File: src/rtl/fnd_pkg.sv
// Shared constants for the FND scan peripheral: register offsets, FCR/FSR bit
// positions, active-low seven-segment codes and the APB handshake states.
package fnd_pkg;

    localparam logic [3:0] FCR_OFFSET = 4'h0;
    localparam logic [3:0] FDR_OFFSET = 4'h4;
    localparam logic [3:0] FPR_OFFSET = 4'h8;
    localparam logic [3:0] FSR_OFFSET = 4'hC;

    localparam int unsigned FCR_EN_BIT    = 0;
    localparam int unsigned FCR_BLINK_BIT = 1;
    localparam int unsigned FCR_MASK_LSB  = 8;
    localparam int unsigned FSR_PHASE_BIT = 8;

    localparam logic [7:0] SEG_0 = 8'hC0;
    localparam logic [7:0] SEG_1 = 8'hF9;
    localparam logic [7:0] SEG_2 = 8'hA4;
    localparam logic [7:0] SEG_3 = 8'hB0;
    localparam logic [7:0] SEG_4 = 8'h99;
    localparam logic [7:0] SEG_5 = 8'h92;
    localparam logic [7:0] SEG_6 = 8'h82;
    localparam logic [7:0] SEG_7 = 8'hF8;
    localparam logic [7:0] SEG_8 = 8'h80;
    localparam logic [7:0] SEG_9 = 8'h90;
    localparam logic [7:0] SEG_A = 8'h88;
    localparam logic [7:0] SEG_B = 8'h83;
    localparam logic [7:0] SEG_C = 8'hC6;
    localparam logic [7:0] SEG_D = 8'hA1;
    localparam logic [7:0] SEG_E = 8'h86;
    localparam logic [7:0] SEG_F = 8'h8E;

    localparam logic [7:0] FND_BLANK = 8'hFF;

    typedef enum logic {
        APB_IDLE,
        APB_ACK
    } apb_state_t;

    function automatic logic [7:0] hex_to_seg(input logic [3:0] hex);
        case (hex)
            4'h0:    return SEG_0;
            4'h1:    return SEG_1;
            4'h2:    return SEG_2;
            4'h3:    return SEG_3;
            4'h4:    return SEG_4;
            4'h5:    return SEG_5;
            4'h6:    return SEG_6;
            4'h7:    return SEG_7;
            4'h8:    return SEG_8;
            4'h9:    return SEG_9;
            4'hA:    return SEG_A;
            4'hB:    return SEG_B;
            4'hC:    return SEG_C;
            4'hD:    return SEG_D;
            4'hE:    return SEG_E;
            default: return SEG_F;
        endcase
    endfunction

endpackage

File: src/rtl/fnd_scan_periph_if.sv
// APB bus bundle between the system bus and the FND peripheral.
interface fnd_scan_periph_if;
    logic [3:0]  PADDR;
    logic [31:0] PWDATA;
    logic        PWRITE;
    logic        PENABLE;
    logic        PSEL;
    logic [31:0] PRDATA;
    logic        PREADY;

    modport master (
        output PADDR, PWDATA, PWRITE, PENABLE, PSEL,
        input  PRDATA, PREADY
    );

    modport slave (
        input  PADDR, PWDATA, PWRITE, PENABLE, PSEL,
        output PRDATA, PREADY
    );
endinterface

File: src/rtl/fnd_scanner.sv
// Digit scan engine: prescaler, digit index, frame/blink counters and the
// registered active-low common/segment drivers.
module fnd_scanner
    import fnd_pkg::*;
#(
    parameter int unsigned NUM_DIGITS = 4,
    parameter int unsigned SCAN_DIV   = 100000,
    parameter int unsigned BLINK_DIV  = 64
) (
    input  logic                          PCLK,
    input  logic                          PRESET,
    input  logic                          en,
    input  logic                          blink_en,
    input  logic [NUM_DIGITS-1:0]         digit_mask,
    input  logic [4*NUM_DIGITS-1:0]       digit_data,
    input  logic [NUM_DIGITS-1:0]         digit_dp,
    output logic [$clog2(NUM_DIGITS)-1:0] digit_idx,
    output logic                          blink_phase,
    output logic [NUM_DIGITS-1:0]         fndComm,
    output logic [7:0]                    fndFont
);

    localparam int unsigned IW = $clog2(NUM_DIGITS);
    localparam int unsigned PW = $clog2(SCAN_DIV);
    localparam int unsigned FW = (BLINK_DIV > 1) ? $clog2(BLINK_DIV) : 1;

    localparam logic [PW-1:0] PSC_LAST = PW'(SCAN_DIV - 1);
    localparam logic [IW-1:0] IDX_LAST = IW'(NUM_DIGITS - 1);
    localparam logic [FW-1:0] FRM_LAST = FW'(BLINK_DIV - 1);

    logic [PW-1:0]         psc;
    logic [FW-1:0]         frm;
    logic                  lit;
    logic [3:0]            nibble;
    logic [NUM_DIGITS-1:0] comm_next;
    logic [7:0]            font_next;

    // Disabling parks every counter so re-enable starts a fresh digit-0 dwell.
    always_ff @(posedge PCLK or negedge PRESET) begin
        if (!PRESET) begin
            psc         <= '0;
            digit_idx   <= '0;
            frm         <= '0;
            blink_phase <= 1'b1;
        end else if (!en) begin
            psc         <= '0;
            digit_idx   <= '0;
            frm         <= '0;
            blink_phase <= 1'b1;
        end else if (psc == PSC_LAST) begin
            psc <= '0;
            if (digit_idx == IDX_LAST) begin
                digit_idx <= '0;
                if (frm == FRM_LAST) begin
                    frm         <= '0;
                    blink_phase <= ~blink_phase;
                end else begin
                    frm <= frm + 1'b1;
                end
            end else begin
                digit_idx <= digit_idx + 1'b1;
            end
        end else begin
            psc <= psc + 1'b1;
        end
    end

    always_comb begin
        comm_next = '1;
        font_next = FND_BLANK;
        nibble    = digit_data[{digit_idx, 2'b00} +: 4];
        lit       = en & digit_mask[digit_idx] & (blink_phase | ~blink_en);
        if (lit) begin
            comm_next[digit_idx] = 1'b0;
            font_next            = hex_to_seg(nibble);
            if (digit_dp[digit_idx]) begin
                font_next[7] = 1'b0;
            end
        end
    end

    always_ff @(posedge PCLK or negedge PRESET) begin
        if (!PRESET) begin
            fndComm <= '1;
            fndFont <= FND_BLANK;
        end else begin
            fndComm <= comm_next;
            fndFont <= font_next;
        end
    end

endmodule

File: src/rtl/fnd_scan_periph.sv
// APB FND peripheral: register file with a one-wait-state handshake, driving
// the digit scanner that feeds the board's common/segment pins.
module fnd_scan_periph
    import fnd_pkg::*;
#(
    parameter int unsigned NUM_DIGITS = 4,
    parameter int unsigned SCAN_DIV   = 100000,
    parameter int unsigned BLINK_DIV  = 64
) (
    input  logic                  PCLK,
    input  logic                  PRESET,
    fnd_scan_periph_if.slave      apb,
    output logic [NUM_DIGITS-1:0] fndComm,
    output logic [7:0]            fndFont
);

    localparam int unsigned IW = $clog2(NUM_DIGITS);

    apb_state_t state, state_next;

    logic                    access;
    logic                    en;
    logic                    blink_en;
    logic [NUM_DIGITS-1:0]   mask;
    logic [4*NUM_DIGITS-1:0] fdr;
    logic [NUM_DIGITS-1:0]   fpr;
    logic [IW-1:0]           digit_idx;
    logic                    blink_phase;
    logic [31:0]             rd_data;

    // PREADY masks the access term so each transfer commits exactly once.
    assign access     = apb.PSEL & apb.PENABLE & ~apb.PREADY;
    assign apb.PREADY = (state == APB_ACK);

    always_ff @(posedge PCLK or negedge PRESET) begin
        if (!PRESET) begin
            state <= APB_IDLE;
        end else begin
            state <= state_next;
        end
    end

    always_comb begin
        state_next = APB_IDLE;
        case (state)
            APB_IDLE: if (access) state_next = APB_ACK;
            APB_ACK:  state_next = APB_IDLE;
            default:  state_next = APB_IDLE;
        endcase
    end

    always_comb begin
        rd_data = '0;
        case (apb.PADDR[3:2])
            FCR_OFFSET[3:2]: begin
                rd_data[FCR_EN_BIT]                   = en;
                rd_data[FCR_BLINK_BIT]                = blink_en;
                rd_data[FCR_MASK_LSB +: NUM_DIGITS]   = mask;
            end
            FDR_OFFSET[3:2]: rd_data[4*NUM_DIGITS-1:0] = fdr;
            FPR_OFFSET[3:2]: rd_data[NUM_DIGITS-1:0]   = fpr;
            default: begin
                rd_data[IW-1:0]          = digit_idx;
                rd_data[FSR_PHASE_BIT]   = blink_phase;
            end
        endcase
    end

    always_ff @(posedge PCLK or negedge PRESET) begin
        if (!PRESET) begin
            en         <= 1'b0;
            blink_en   <= 1'b0;
            mask       <= '0;
            fdr        <= '0;
            fpr        <= '0;
            apb.PRDATA <= '0;
        end else if (access) begin
            if (apb.PWRITE) begin
                case (apb.PADDR[3:2])
                    FCR_OFFSET[3:2]: begin
                        en       <= apb.PWDATA[FCR_EN_BIT];
                        blink_en <= apb.PWDATA[FCR_BLINK_BIT];
                        mask     <= apb.PWDATA[FCR_MASK_LSB +: NUM_DIGITS];
                    end
                    FDR_OFFSET[3:2]: fdr <= apb.PWDATA[4*NUM_DIGITS-1:0];
                    FPR_OFFSET[3:2]: fpr <= apb.PWDATA[NUM_DIGITS-1:0];
                    default: ;
                endcase
            end else begin
                apb.PRDATA <= rd_data;
            end
        end
    end

    fnd_scanner #(
        .NUM_DIGITS (NUM_DIGITS),
        .SCAN_DIV   (SCAN_DIV),
        .BLINK_DIV  (BLINK_DIV)
    ) u_scanner (
        .PCLK        (PCLK),
        .PRESET      (PRESET),
        .en          (en),
        .blink_en    (blink_en),
        .digit_mask  (mask),
        .digit_data  (fdr),
        .digit_dp    (fpr),
        .digit_idx   (digit_idx),
        .blink_phase (blink_phase),
        .fndComm     (fndComm),
        .fndFont     (fndFont)
    );

endmodule

File: src/flat_wrapper.sv
// flat-port wrapper written by rule: the top's interface ports become plain ports
module fnd_scan_periph_flat import fnd_pkg::*;
#(
    parameter int unsigned NUM_DIGITS = 4,
    parameter int unsigned SCAN_DIV   = 100000,
    parameter int unsigned BLINK_DIV  = 64
)
  (PCLK, PRESET, fndComm, fndFont, apb_PADDR, apb_PWDATA, apb_PWRITE, apb_PENABLE, apb_PSEL, apb_PRDATA, apb_PREADY);
  fnd_scan_periph_if apb_i ();
  input  logic PCLK;
  input  logic PRESET;
  output logic [NUM_DIGITS-1:0] fndComm;
  output logic [7:0] fndFont;
  input wire logic [$bits(apb_i.PADDR)-1:0] apb_PADDR;
  input wire logic [$bits(apb_i.PWDATA)-1:0] apb_PWDATA;
  input wire logic [$bits(apb_i.PWRITE)-1:0] apb_PWRITE;
  input wire logic [$bits(apb_i.PENABLE)-1:0] apb_PENABLE;
  input wire logic [$bits(apb_i.PSEL)-1:0] apb_PSEL;
  output wire logic [$bits(apb_i.PRDATA)-1:0] apb_PRDATA;
  output wire logic [$bits(apb_i.PREADY)-1:0] apb_PREADY;
  assign apb_i.PADDR = apb_PADDR;
  assign apb_i.PWDATA = apb_PWDATA;
  assign apb_i.PWRITE = apb_PWRITE;
  assign apb_i.PENABLE = apb_PENABLE;
  assign apb_i.PSEL = apb_PSEL;
  assign apb_PRDATA = apb_i.PRDATA;
  assign apb_PREADY = apb_i.PREADY;
  fnd_scan_periph #(.NUM_DIGITS(NUM_DIGITS), .SCAN_DIV(SCAN_DIV), .BLINK_DIV(BLINK_DIV)) u_core (.PCLK(PCLK), .PRESET(PRESET), .apb(apb_i), .fndComm(fndComm), .fndFont(fndFont));
endmodule
File: config.mk
export PLATFORM = sky130hd
export DESIGN_NAME = fnd_scan_periph_flat
export DESIGN_NICKNAME = d
export VERILOG_FILES = /design/src/rtl/fnd_pkg.sv /design/src/rtl/fnd_scan_periph_if.sv /design/src/rtl/fnd_scanner.sv /design/src/rtl/fnd_scan_periph.sv /design/src/flat_wrapper.sv
export SDC_FILE = /design/constraint.sdc
export NUM_CORES = 1
export LEC_CHECK = 0
export CORE_MARGIN = 1
export CORE_UTILIZATION = 56
export CTS_BUF_LIST = sky130_fd_sc_hd__clkbuf_8 sky130_fd_sc_hd__clkbuf_16
export DETAILED_ROUTE_END_ITERATION = 16
export GPL_ROUTABILITY_DRIVEN = 1
export PLACE_DENSITY = 0.86
export SETUP_SLACK_MARGIN = 0.02
export SYNTH_ARGS = -nofsm -noshare
export SYNTH_HDL_FRONTEND = slang
export SYNTH_SLANG_ARGS = --single-unit
File: constraint.sdc
create_clock -name PCLK -period 4.35 [get_ports PCLK]
set_input_delay 0.435 -clock PCLK [delete_from_list [all_inputs] [get_ports PCLK]]
set_output_delay 0.435 -clock PCLK [all_outputs]
set_load 0.02 [all_outputs]
Word level (Yosys, flattened, before mapping):

Memories as Yosys holds them, arrays and structs flattened.
Cells that the tools add are included.

* add/sub/neg operators: 3
* multiply operators: 0
* divide/modulo/power cells: 0
* $lt $le $gt $ge: 2
* equality and inequality tests: 8
* shifts and indexed selects: 1
* mux-type cells: 30
* bitwise gates (word level): 10
* reduce and logical (&&, ||, !) cells: 8

Operators by type and width (count)
* 17-bit 2-to-1 mux: 2
* 6-bit 2-to-1 mux: 4
* 17-bit by 1-bit adder with 17-bit output, second input constant: 1
* 17-bit equality test, second input constant: 1
* 16-bit by 5-bit variable part select with 4-bit output: 1
* 4-bit 2-to-1 mux: 3
* 3-bit AND reduction: 4
* 1-bit 2-to-1 mux: 9
* 8-bit 2-to-1 mux: 1
* 6-bit by 1-bit adder with 6-bit output, second input constant: 1
* 6-bit equality test, second input constant: 1
* 2-bit 2-to-1 mux: 3
* 2-bit != test, second input constant: 3
* 2-bit case mux with 3 select lines: 1
* 3-bit case mux with 2 select lines: 1
* 1-bit bitwise AND: 4
* 1-bit binary-select mux with 2-bit select: 2
* 2-bit equality test, second input constant: 2
* 1-bit inverter: 4
* 4-bit inverter: 1
* 2-bit case mux with 2 select lines: 1
* 2-bit AND reduction: 2
* 2-bit by 3-bit less-than comparator with 1-bit output, second input constant: 1
* 1-bit case mux with 3 select lines: 1
* other kinds (8): 8

* flip-flop bits (word level): 81
* latch bits: 0
* bits in writable memories: 0
* memory bits (read-only): 112
* word-level logic and storage cells: 76
* memories kept: 1

Memories
* (name not given): depth 16, bits a word 7, rd ports 1, clocked after Yosys merged registers in 0, write ports 0, line fnd_pkg.sv:40 `case (hex)`

Depth between registers and ports, before layout:

Gate-level depths: netlist of run 1.

* depth after elaboration: 6
* mapped depth: 9

By module:

A second synthesis of run 1 with hierarchy kept.

* cell total of the unflattened synthesis: 371
* area, all modules: 4187.8 um2

Modules (own cells, without submodules)
* fnd_scanner: instances 1, cells each 210, area an instance 2209.6 um2
* fnd_scan_periph: instances 1, cells each 161, area an instance 1978.1 um2

Worst setup path after synthesis of run 1:

Ideal clock, no wire load.

* kind: flip-flop to flip-flop
* start point: register u_core.u_scanner.digit_idx[1]
* end point: register u_core.u_scanner.fndFont[0]
* library setup time: 0.096 ns
* arrival: 1.908 ns
* slack: 2.346 ns
* cell stages (with the launch flop): 7
* buffers on the path: 1
* path through: dfrtp_1 buf_2 mux4_1 ha_1 mux2_2 o221ai_1 a31oi_1

* cells in the longest elaborated chain, start to end: 5

RTL lines
* start: declaration: line fnd_scanner.sv:17 `output logic [$clog2(NUM_DIGITS)-1:0] digit_idx,`
* start signal: assignment: line fnd_scanner.sv:61 `digit_idx <= digit_idx + 1'b1;`
* parallel branches: the longest is 4 deep, another holds memory 16 x 7 bit
* 8-bit 2-to-1 mux *: line fnd_scanner.sv:73 `if (lit) begin`
* named net u_core.u_scanner.font_next[0]: line fnd_scanner.sv:36 `logic [7:0] font_next;`
* end signal: assignment: line fnd_scanner.sv:88 `fndFont <= font_next;`
* end: declaration: line fnd_scanner.sv:20 `output logic [7:0] fndFont`

Mark *: on every way through the listed nets, which the timed path passes. The select of a mux whose other input is x is not followed.
A chain may end at the register's enable or synchronous reset.

Worst setup path after layout of run 1:

Ends and elaborated chain as after synthesis.

==> results of run 1 <==
[per-stage QoR]
| step | setup WS (ns) | instances | util [%] | hold WS, ns | power [mW] |
|---|---|---|---|---|---|
| 6_report | 1.79 | 531 | 67.1 | 0.245 | 1.98 |
| 4_1_cts | 1.82 | 531 | 67.1 | 0.270 | 1.99 |
| 3_3_place_gp | 1.59 | 515 | 64.2 | 0.438 | 1.39 |
| 5_1_grt | 1.67 | 531 | 67.1 | 0.330 | 2.09 |
| 3_5_place_dp | 1.55 | 515 | 64.2 | 0.454 | 1.41 |
| 2_1_floorplan | 2.35 | 400 | - | 0.139 | 1.26 |
[where the power goes]
| part | internal, mW | leakage (nW) | total, mW | switching, mW |
|---|---|---|---|---|
| logic | 0.219 | 0.954 | 0.446 | 0.226 |
| registers | 0.862 | 1.04 | 0.955 | 0.0938 |
| clock network | 0.288 | 0.104 | 0.577 | 0.289 |
| total | 1.37 | 2.09 | 1.98 | 0.609 |
[area by class of cell]
cell class                      count  area, um^2
Fill cell                         533        2380
Clock inverter                      6        72.6
Timing Repair Buffer               51         508
Tap cell                           99         124
Multi-Input combinational cell    274        1950
Sequential cell                    81        2040
Inverter                           10        37.5
Clock buffer                       10         138
[cells by family after synthesis]
| group | count (synthesis) | share of synthesized area (%) |
|---|---|---|
| and+or+nand+nor | 132 | 15.8 |
| DFF | 81 | 48.7 |
| buffers and inverters | 45 | 6.24 |
| other | 1 | 0.0894 |
| xor gates and xnor gates | 14 | 2.92 |
| AOI/OAI and AO/OA | 51 | 7.49 |
| muxes | 45 | 14.0 |
| adders and majority gates | 16 | 4.77 |
[cell usage after synthesis, types with 3 or more instances]
cell / count / area [um^2]
nand2_1: 52 / 195
buf_4: 16 / 120
ha_1: 16 / 200
mux2_2: 31 / 349
buf_2: 6 / 30.0
nand4_1: 11 / 68.8
mux2i_1: 7 / 70.1
mux4_1: 5 / 131
dfstp_2: 13 / 342
xnor2_1: 4 / 35.0
and2_1: 4 / 25.0
or3_1: 6 / 37.5
a21oi_1: 9 / 45.0
and4_1: 3 / 26.3
nor2_1: 21 / 78.8
nand3_1: 12 / 60.1
a22oi_1: 4 / 30.0
o21ai_0: 22 / 110
dfrtp_1: 68 / 1700
xor2_1: 10 / 87.6
o311ai_0: 3 / 26.3
o211ai_1: 4 / 30.0
and3_1: 7 / 43.8
inv_1: 10 / 37.5
clkbuf_1: 10 / 37.5
[worst register-to-register path: cells and delay by family (launching register included)]
family | cells | cell delay [ns]
buf+inv | 1 | 0.20
fa+ha+maj | 1 | 0.22
mux | 2 | 0.93
compound gates | 2 | 0.36
flops | 1 | 0.77
[cell usage in the layout (no fill, tap or decap), types with 3 or more instances in the layout]
| master | instances |
|---|---|
| inv_1 | 10 |
| dfstp_2 | 13 |
| a22oi_1 | 4 |
| o21ai_0 | 22 |
| and3_1 | 7 |
| or3_1 | 6 |
| nand4_1 | 11 |
| conb_1 | 16 |
| nand2_1 | 52 |
| clkdlybuf4s50_1 | 50 |
| o311ai_0 | 3 |
| ha_1 | 16 |
| and2_1 | 4 |
| a21oi_1 | 9 |
| o211ai_1 | 4 |
| nand3_1 | 12 |
| nor2_1 | 21 |
| mux2i_1 | 7 |
| dfrtp_1 | 68 |
| and4_1 | 3 |
| xnor2_1 | 4 |
| clkbuf_8 | 10 |
| mux2_2 | 31 |
| inv_6 | 3 |
| xor2_1 | 10 |
| mux4_1 | 5 |
[flip-flops by register name, indices dropped and copies added (netlist names)]
register	cells
u_core.apb.PRDATA	16
u_core.u_scanner.blink_phase	1
u_core.u_scanner.digit_idx	2
u_core.u_scanner.fndComm	4
u_core.u_scanner.fndFont	8
u_core.en	1
u_core.mask	4
u_core.u_scanner.frm	6
u_core.u_scanner.psc	17
u_core.fdr	16
u_core.apb.PREADY	1
u_core.fpr	4
u_core.blink_en	1
[worst max path at each step]
stage | to | slack [ns] | cells past startpoint | start
after floorplan | u_core.u_scanner.fndFont[0] | 2.35 | 6 | u_core.u_scanner.digit_idx[1]
after global placement | u_core.fdr[13] | 1.59 | 5 | apb_PADDR[3]
after detailed placement | u_core.fdr[7] | 1.55 | 5 | apb_PADDR[3]
after CTS | u_core.u_scanner.fndFont[0] | 1.82 | 6 | u_core.u_scanner.digit_idx[1]
after global routing | u_core.u_scanner.fndFont[0] | 1.67 | 6 | u_core.u_scanner.digit_idx[1]
final | u_core.u_scanner.fndFont[0] | 1.79 | 6 | u_core.u_scanner.digit_idx[1]
[metal layers]
layer  track usage (%)  wire, um
met5                 0         0
met4              7.77       112
met3              5.97       438
met2              37.3      3900
met1              30.3      3560
==> impl_metrics.env, run 1 <==
export IMPL_status="complete, no violations"
export IMPL_chipHeight_um=88.5
export IMPL_fmax_mhz=391
export IMPL_cellPowerDensity_nw_per_um2=406
export IMPL_avgSynthCellArea_um2=10.9
export IMPL_synth_edf_count=0
export IMPL_grt_total_usage_pct=23.0
export IMPL_critPathMaxStageDelay_ns=0.77
export IMPL_hp_class="input port to asynchronous set/reset pin"
export IMPL_placed_cell_area_um2=4660
export IMPL_setup_viol=0
export IMPL_antenna_found_initial=0
export IMPL_cts_max_level=3
export IMPL_num_rows=31
export IMPL_root_buffer="clkbuf_8"
export IMPL_hold_buffers=0
export IMPL_synth_cell_types=44
export IMPL_netlist_instances=385
export IMPL_placeableCoreArea_um2=7250
export IMPL_slowest_stage="dfrtp_1"
export IMPL_vias=3028
export IMPL_slew_violations=0
export IMPL_vias_per_cell=5.70
export IMPL_synth_area_um2=4190
export IMPL_dieArea_um2=7840
export IMPL_relSlewSlack_pct=34.7
export IMPL_fin_crit_sh_pct=58.8
export IMPL_maxCapViolCount=0
export IMPL_hpwlAfterDp_um=5460
export IMPL_cp_num_buf_inv=1
export IMPL_diodes=0
export IMPL_syn_to_final_growth_pct=16.1
export IMPL_drt_total_wl_um=8010
export IMPL_worstPathRequired_ns=4.63
export IMPL_drt_first_iter_violations=221
export IMPL_reg2reg_slack_ns=1.79
export IMPL_clock_path_buffers=2
export IMPL_p_leak_nw=2.09
export IMPL_grt_pass1_wl_um=13600
export IMPL_cts_resized_gates=0
export IMPL_cp_top_family="multiplexers"
export IMPL_yosysSeqAreaShare_pct=48.7
export IMPL_io_pins=86
export IMPL_fin_area_um2=4870
export IMPL_crit_path_end_kind="flip-flop"
export IMPL_clock_skew_ns=0.0134
export IMPL_vdd_drop_max_mv=0.315
export IMPL_wl_per_cell_um=15.1
export IMPL_gp_congestion=0.841
export IMPL_hold_viol=0
export IMPL_ant_nets=0
export IMPL_cts_setup_buffers=0
export IMPL_synthArstFlopShare_pct=100
export IMPL_ys_seq_elements=81
export IMPL_arrival_ns=2.83
export IMPL_cts_tree="done"
export IMPL_chipWidth_um=88.5
export IMPL_grt_start_max_net_pins=82
export IMPL_worstSetupPathType="flip-flop to flip-flop"
export IMPL_finalCriticalPeriod_ns=2.56
export IMPL_cts_buffers=9
export IMPL_reg2reg_to="u_core.u_scanner.fndFont[0]"
export IMPL_path_max_fanout=17
export IMPL_grt_overflow=0
export IMPL_synth_main_ff_cell="dfrtp_1"
export IMPL_reg2reg_from="u_core.u_scanner.digit_idx[1]"
export IMPL_start_kind="flip-flop"
export IMPL_port_buffers=51
export IMPL_tightest_slew_ns=0.979
export IMPL_drive_gt1_share_pct=14.6
export IMPL_first_pass_iters=4
export IMPL_drc_errors=0
export IMPL_reg2regPathDepth=6
export IMPL_cts_clk_slew_worst_paths_ns=0.09
export IMPL_nets=484
export IMPL_path_cells="mux4_1 -> inv_1 -> ha_1 -> mux2_2 -> o221ai_1 -> a31oi_1"
export IMPL_insertion_delay_ns=0.36
export IMPL_grt_pass1_vias=2843
export IMPL_yosysWarnings=0
export IMPL_start_util_pct=57.8
export IMPL_cts_sinks=81
export IMPL_rsz0062_at_grt="no"
export IMPL_tns_ns=0
(Power assumes the default switching activity.)
==> run 2: changes to the inputs <==
--- a/config.mk
+++ b/config.mk
@@ -6,11 +6,11 @@
 export NUM_CORES = 1
 export LEC_CHECK = 0
 export CORE_MARGIN = 1
-export CORE_UTILIZATION = 56
+export CORE_UTILIZATION = 47
 export CTS_BUF_LIST = sky130_fd_sc_hd__clkbuf_8 sky130_fd_sc_hd__clkbuf_16
 export DETAILED_ROUTE_END_ITERATION = 16
 export GPL_ROUTABILITY_DRIVEN = 1
-export PLACE_DENSITY = 0.86
+export PLACE_DENSITY = 0.77
 export SETUP_SLACK_MARGIN = 0.02
 export SYNTH_ARGS = -nofsm -noshare
 export SYNTH_HDL_FRONTEND = slang
==> constraint.sdc (replaced) <==
create_clock -name PCLK -period 2.2 [get_ports PCLK]
set_input_delay 0.22 -clock PCLK [delete_from_list [all_inputs] [get_ports PCLK]]
set_output_delay 0.22 -clock PCLK [all_outputs]
set_load 0.02 [all_outputs]
==> impl_metrics.env, run 2 (synthesis gave the netlist of run 1 again) <==
export IMPL_hp_class="input port to asynchronous set/reset pin"
export IMPL_seq_power_share_pct=49.7
export IMPL_drt_total_wl_um=8410
export IMPL_arrival_ns=2.28
export IMPL_path_cells="mux4_1 -> inv_1 -> ha_1 -> o211ai_1 -> o311ai_0"
export IMPL_dieArea_um2=9310
export IMPL_diodes=0
export IMPL_gp_congestion=0.833
export IMPL_clock_path_buffers=2
export IMPL_cts_setup_buffers=0
export IMPL_top_register="u_core.u_scanner.psc"
export IMPL_drc_errors=0
export IMPL_grt_start_max_net_pins=46
export IMPL_cp_endpoint="u_core.u_scanner.fndFont[1]"
export IMPL_antenna_found_initial=0
export IMPL_fin_area_um2=4960
export IMPL_insertion_delay_ns=0.36
export IMPL_p_leak_nw=2.14
export IMPL_grt_pass1_vias=3046
export IMPL_cp_top_family="multiplexers"
export IMPL_fin_crit_sh_pct=92.8
export IMPL_worstSetupPathType="flip-flop to flip-flop"
export IMPL_reg2reg_to="u_core.u_scanner.fndFont[1]"
export IMPL_final_cell_mix="68 x dfrtp_1, 52 x nand2_1, 50 x clkdlybuf4s50_1, 31 x mux2_2, 22 x o21ai_0"
export IMPL_maxCapViolCount=0
export IMPL_finalPower_mw=3.76
export IMPL_reg2regPathDepth=5
export IMPL_clock_skew_ns=0.0148
export IMPL_cts_clk_slew_worst_paths_ns=0.09
export IMPL_crit_path_end_kind="flip-flop"
export IMPL_vias=3034
export IMPL_tns_ns=0
export IMPL_io_pins=86
export IMPL_fmax_mhz=490
export IMPL_placed_cell_area_um2=4780
export IMPL_vias_per_cell=5.48
export IMPL_first_pass_iters=4
export IMPL_setup_viol=0
export IMPL_worstPathRequired_ns=2.44
export IMPL_power_frac_comb_pct=24.9
export IMPL_relSlewSlack_pct=43.7
export IMPL_path_depth=5
export IMPL_chipWidth_um=96.5
export IMPL_reg2reg_from="u_core.u_scanner.digit_idx[1]"
export IMPL_tightest_slew_ns=0.845
export IMPL_hpwlAfterDp_um=6090
export IMPL_p_clk_share_pct=25.4
export IMPL_critPathMaxStageDelay_ns=0.68
export IMPL_ant_nets=0
export IMPL_syn_to_final_growth_pct=18.4
export IMPL_cp_num_buf_inv=1
export IMPL_grt_total_usage_pct=20.1
export IMPL_cts_max_level=3
export IMPL_place_worst_setup_slack_ns=0.171
export IMPL_start_util_pct=48.3
export IMPL_port_buffers=51
export IMPL_num_rows=34
export IMPL_cts_sinks=81
export IMPL_wl_per_cell_um=15.2
export IMPL_grt_pass1_wl_um=14200
export IMPL_slew_violations=0
export IMPL_rsz0062_at_grt="no"
export IMPL_final_common_cell="dfrtp_1"
export IMPL_drive_gt1_share_pct=17.0
export IMPL_start_kind="flip-flop"
export IMPL_cellPowerDensity_nw_per_um2=758
export IMPL_status="complete, no violations"
export IMPL_reg2reg_slack_ns=0.16
export IMPL_nets=498
export IMPL_slowest_stage="mux4_1"
export IMPL_switching_share_pct=31.8
export IMPL_root_buffer="clkbuf_8"
export IMPL_setup_slack_ns=0.159
export IMPL_reg_top3="u_core.u_scanner.psc (17), u_core.apb.PRDATA (16), u_core.fdr (16)"
export IMPL_cts_tree="done"
export IMPL_intPower_mw=2.57
export IMPL_largest_reg_flops=17
export IMPL_hold_viol=0
export IMPL_p_switching_mw=1.20
export IMPL_placeableCoreArea_um2=8680
export IMPL_critPathLaunch="u_core.u_scanner.digit_idx[1]"
export IMPL_drt_first_iter_violations=125
export IMPL_utilization_pct=57.2
export IMPL_grt_overflow=0
export IMPL_finalCriticalPeriod_ns=2.04
export IMPL_cts_buffers=9
export IMPL_path_max_fanout=5
export IMPL_chipHeight_um=96.5
export IMPL_vdd_drop_max_mv=0.442
==> run 2: changes by cell type in the layout (fill, tap and decap cells not counted) <==
| cell | previous run | this run |
|---|---|---|
| dlygate4sd3_1 | 0 | 1 |
| ha_2 | 0 | 1 |
| buf_4 | 1 | 13 |
| bufinv_16 | 1 | 0 |
| clkbuf_8 | 10 | 9 |
| inv_1 | 10 | 11 |
| clkinv_2 | 0 | 1 |
| clkinvlp_4 | 1 | 3 |
| clkinv_4 | 1 | 2 |
| buf_12 | 0 | 1 |
| inv_6 | 3 | 0 |
| ha_1 | 16 | 15 |
==> run 2: area by class of cell <==
type	instances	area [um^2]
inverter	10	37.5
fill	726	3710
tap	108	135
multi-input combinational	274	1950
clock inverter	7	48.8
clock buffer	9	124
timing repair buffer	65	628
sequential	81	2040
==> run 2: per-stage QoR <==
step | hold WS [ns] | std cells
floorplan | -0.0756 | 400
global placement | 0.219 | 537
detailed placement | 0.226 | 537
CTS | 0.370 | 554
global route | 0.414 | 554
finish | 0.358 | 554
==> run 2: how the worst min path moves through the flow <==
stage | cells after the start | end | from
after detailed placement | 1 | u_core.u_scanner.frm[2] | PRESET
after CTS | 2 | u_core.u_scanner.psc[15] | PRESET
after global placement | 1 | u_core.u_scanner.psc[15] | PRESET
after global routing | 2 | u_core.u_scanner.psc[6] | PRESET
after floorplan | 0 | u_core.apb.PRDATA[0] | PRESET
final | 2 | u_core.u_scanner.psc[6] | PRESET
==> run 2: repair_timing <==
| action | in CTS | in global routing |
|---|---|---|
| setup endpoints to repair | 0 | 1 |
| hold buffers | 1 | 0 |
| hold endpoints to repair | 26 | 0 |
| gates resized for setup | 0 | 1 |
==> run 2: power by group through the flow <==
stage                     Sequential, mW  Combinational, mW  Clock, mW
after floorplan                     1.93              0.549          0
after global placement              1.88              0.899          0
after detailed placement            1.90              0.932          0
after CTS                           1.87              0.938      0.980
after global routing                1.89               1.03       1.04
final                               1.87              0.936      0.957
==> run 2: per-layer routing <==
metal | routed length, um | global-route usage, % | vias to the layer above
met2 | 4250 | 34.0 | 73
met4 | 93 | 6.50 | 0
met5 | 0 | 0 | -
met1 | 3750 | 25.1 | 1503
met3 | 311 | 5.40 | 11
li1 | - | - | 1447
==> run 3: changes to the inputs <==
--- a/config.mk
+++ b/config.mk
@@ -5,13 +5,14 @@
 export SDC_FILE = /design/constraint.sdc
 export NUM_CORES = 1
 export LEC_CHECK = 0
+export CAP_MARGIN = 15
 export CORE_MARGIN = 1
-export CORE_UTILIZATION = 47
+export CORE_UTILIZATION = 30
 export CTS_BUF_LIST = sky130_fd_sc_hd__clkbuf_8 sky130_fd_sc_hd__clkbuf_16
 export DETAILED_ROUTE_END_ITERATION = 16
 export GPL_ROUTABILITY_DRIVEN = 1
-export PLACE_DENSITY = 0.77
 export SETUP_SLACK_MARGIN = 0.02
+export SLEW_MARGIN = 15
 export SYNTH_ARGS = -nofsm -noshare
 export SYNTH_HDL_FRONTEND = slang
 export SYNTH_SLANG_ARGS = --single-unit
==> impl_metrics.env, run 3 (synthesis gave the netlist of run 1 again) <==
export IMPL_cts_max_level=3
export IMPL_seq_power_share_pct=43.5
export IMPL_cp_endpoint="u_core.u_scanner.fndFont[1]"
export IMPL_num_rows=42
export IMPL_finalPower_mw=4.30
export IMPL_clock_skew_ns=0.00501
export IMPL_drive_gt1_share_pct=17.4
export IMPL_diodes=0
export IMPL_slowest_stage="mux4_1"
export IMPL_final_common_cell="dfrtp_1"
export IMPL_ant_nets=0
export IMPL_grt_pass1_wl_um=14800
export IMPL_hpwlAfterDp_um=6430
export IMPL_critPathMaxStageDelay_ns=0.62
export IMPL_start_util_pct=31.2
export IMPL_placeableCoreArea_um2=13500
export IMPL_reg2reg_to="u_core.u_scanner.fndFont[1]"
export IMPL_root_buffer="clkbuf_16"
export IMPL_drt_total_wl_um=9060
export IMPL_cellPowerDensity_nw_per_um2=833
export IMPL_rsz0062_at_grt="no"
export IMPL_finalCriticalPeriod_ns=2.07
export IMPL_reg2reg_from="u_core.fdr[0]"
export IMPL_maxCapViolCount=0
export IMPL_top_register="u_core.u_scanner.psc"
export IMPL_vdd_drop_max_mv=0.444
export IMPL_reg2reg_slack_ns=0.13
export IMPL_cts_setup_buffers=0
export IMPL_grt_total_usage_pct=13.1
export IMPL_slew_violations=0
export IMPL_hold_viol=0
export IMPL_tns_ns=0
export IMPL_start_kind="flip-flop"
export IMPL_final_cell_mix="68 x dfrtp_1, 52 x nand2_1, 50 x clkdlybuf4s50_1, 31 x mux2_2, 22 x o21ai_0"
export IMPL_cp_top_family="multiplexers"
export IMPL_nets=499
export IMPL_cp_num_buf_inv=1
export IMPL_gp_congestion=0.822
export IMPL_chipHeight_um=120
export IMPL_cts_sinks=81
export IMPL_grt_overflow=0
export IMPL_clock_path_buffers=2
export IMPL_switching_share_pct=29.2
export IMPL_port_buffers=51
export IMPL_vias=3015
export IMPL_grt_start_max_net_pins=36
export IMPL_path_cells="mux4_1 -> inv_1 -> ha_1 -> o211ai_1 -> o311ai_0"
export IMPL_syn_to_final_growth_pct=23.1
export IMPL_first_pass_iters=4
export IMPL_cts_tree="done"
export IMPL_arrival_ns=2.28
export IMPL_p_switching_mw=1.26
export IMPL_reg2regPathDepth=5
export IMPL_p_leak_nw=2.21
export IMPL_drc_errors=0
export IMPL_path_depth=5
export IMPL_vias_per_cell=4.84
export IMPL_worstPathRequired_ns=2.41
export IMPL_crit_path_end_kind="flip-flop"
export IMPL_path_max_fanout=5
export IMPL_hp_class="input port to asynchronous set/reset pin"
export IMPL_fmax_mhz=484
export IMPL_reg_top3="u_core.u_scanner.psc (17), u_core.apb.PRDATA (16), u_core.fdr (16)"
export IMPL_largest_reg_flops=17
export IMPL_insertion_delay_ns=0.34
export IMPL_io_pins=86
export IMPL_cts_buffers=9
export IMPL_critPathLaunch="u_core.fdr[0]"
export IMPL_fin_crit_sh_pct=93.9
export IMPL_cts_clk_slew_worst_paths_ns=0.06
export IMPL_drt_first_iter_violations=154
export IMPL_p_clk_share_pct=34.6
export IMPL_worstSetupPathType="flip-flop to flip-flop"
export IMPL_status="complete, no violations"
export IMPL_antenna_found_initial=0
export IMPL_intPower_mw=3.04
export IMPL_setup_viol=0
export IMPL_chipWidth_um=120
export IMPL_dieArea_um2=14500
export IMPL_wl_per_cell_um=14.5
export IMPL_power_frac_comb_pct=21.9
export IMPL_grt_pass1_vias=2934
[run 3: cell types whose count changed in the layout (fill, tap and decap cells not counted), moves of 2 or more]
cell and change:
clkinvlp_4 -3, clkbuf_8 -9, clkbuf_16 +9, buf_4 +2, clkinv_2 +2
[run 3: what timing repair did]
action / in CTS / in global routing
hold buffers: 1 / 0
endpoints found under the setup margin: 0 / 1
resized for setup: 0 / 1
hold endpoints to repair: 25 / 0
[run 3: power by group through the flow]
| stage | registers, mW | logic, mW | clock network, mW |
|---|---|---|---|
| 6_report | 1.87 | 0.944 | 1.49 |
| 5_1_grt | 1.90 | 1.03 | 1.59 |
| 4_1_cts | 1.87 | 0.950 | 1.52 |
| 3_5_place_dp | 1.90 | 0.942 | 0 |
| 3_3_place_gp | 1.89 | 0.917 | 0 |
| 2_1_floorplan | 1.93 | 0.549 | 0 |
[run 3: worst min path at each step]
stage	to
3_3_place_gp	u_core.u_scanner.frm[5]
5_1_grt	u_core.mask[3]
4_1_cts	u_core.u_scanner.frm[4]
6_report	u_core.u_scanner.frm[4]
2_1_floorplan	u_core.apb.PRDATA[0]
3_5_place_dp	u_core.u_scanner.frm[4]
[run 3: routing by layer]
layer	wire, um	part of all wire [%]	vias to the layer above	track usage, %
li1	-	-	1452	-
met1	4530	50	1468	18.5
met5	0	0	-	0
met3	513	5.7	10	4.34
met2	3890	43	85	18.4
met4	127	1.4	0	4.94
[run 3: cell type report]
type | count | area, um^2
Clock inverter | 7 | 71.3
Sequential cell | 81 | 2040
Timing Repair Buffer | 66 | 623
Multi-Input combinational cell | 274 | 1940
Clock buffer | 9 | 225
Tap cell | 176 | 220
Fill cell | 1323 | 8290
Inverter | 10 | 37.5
[run 3: metrics by stage]
stage | utilization, % | hold WS [ns] | worst slack (ns) | instance area [um^2] | instances
after global routing | 38.4 | 0.427 | 0.0202 | 5160 | 623
final | 38.4 | 0.397 | 0.135 | 5160 | 623
after global placement | 36.1 | 0.198 | 0.223 | 4860 | 606
after CTS | 38.4 | 0.396 | 0.132 | 5170 | 623
after detailed placement | 36.1 | 0.198 | 0.160 | 4860 | 606
after floorplan | - | -0.0756 | 0.196 | 4250 | 400
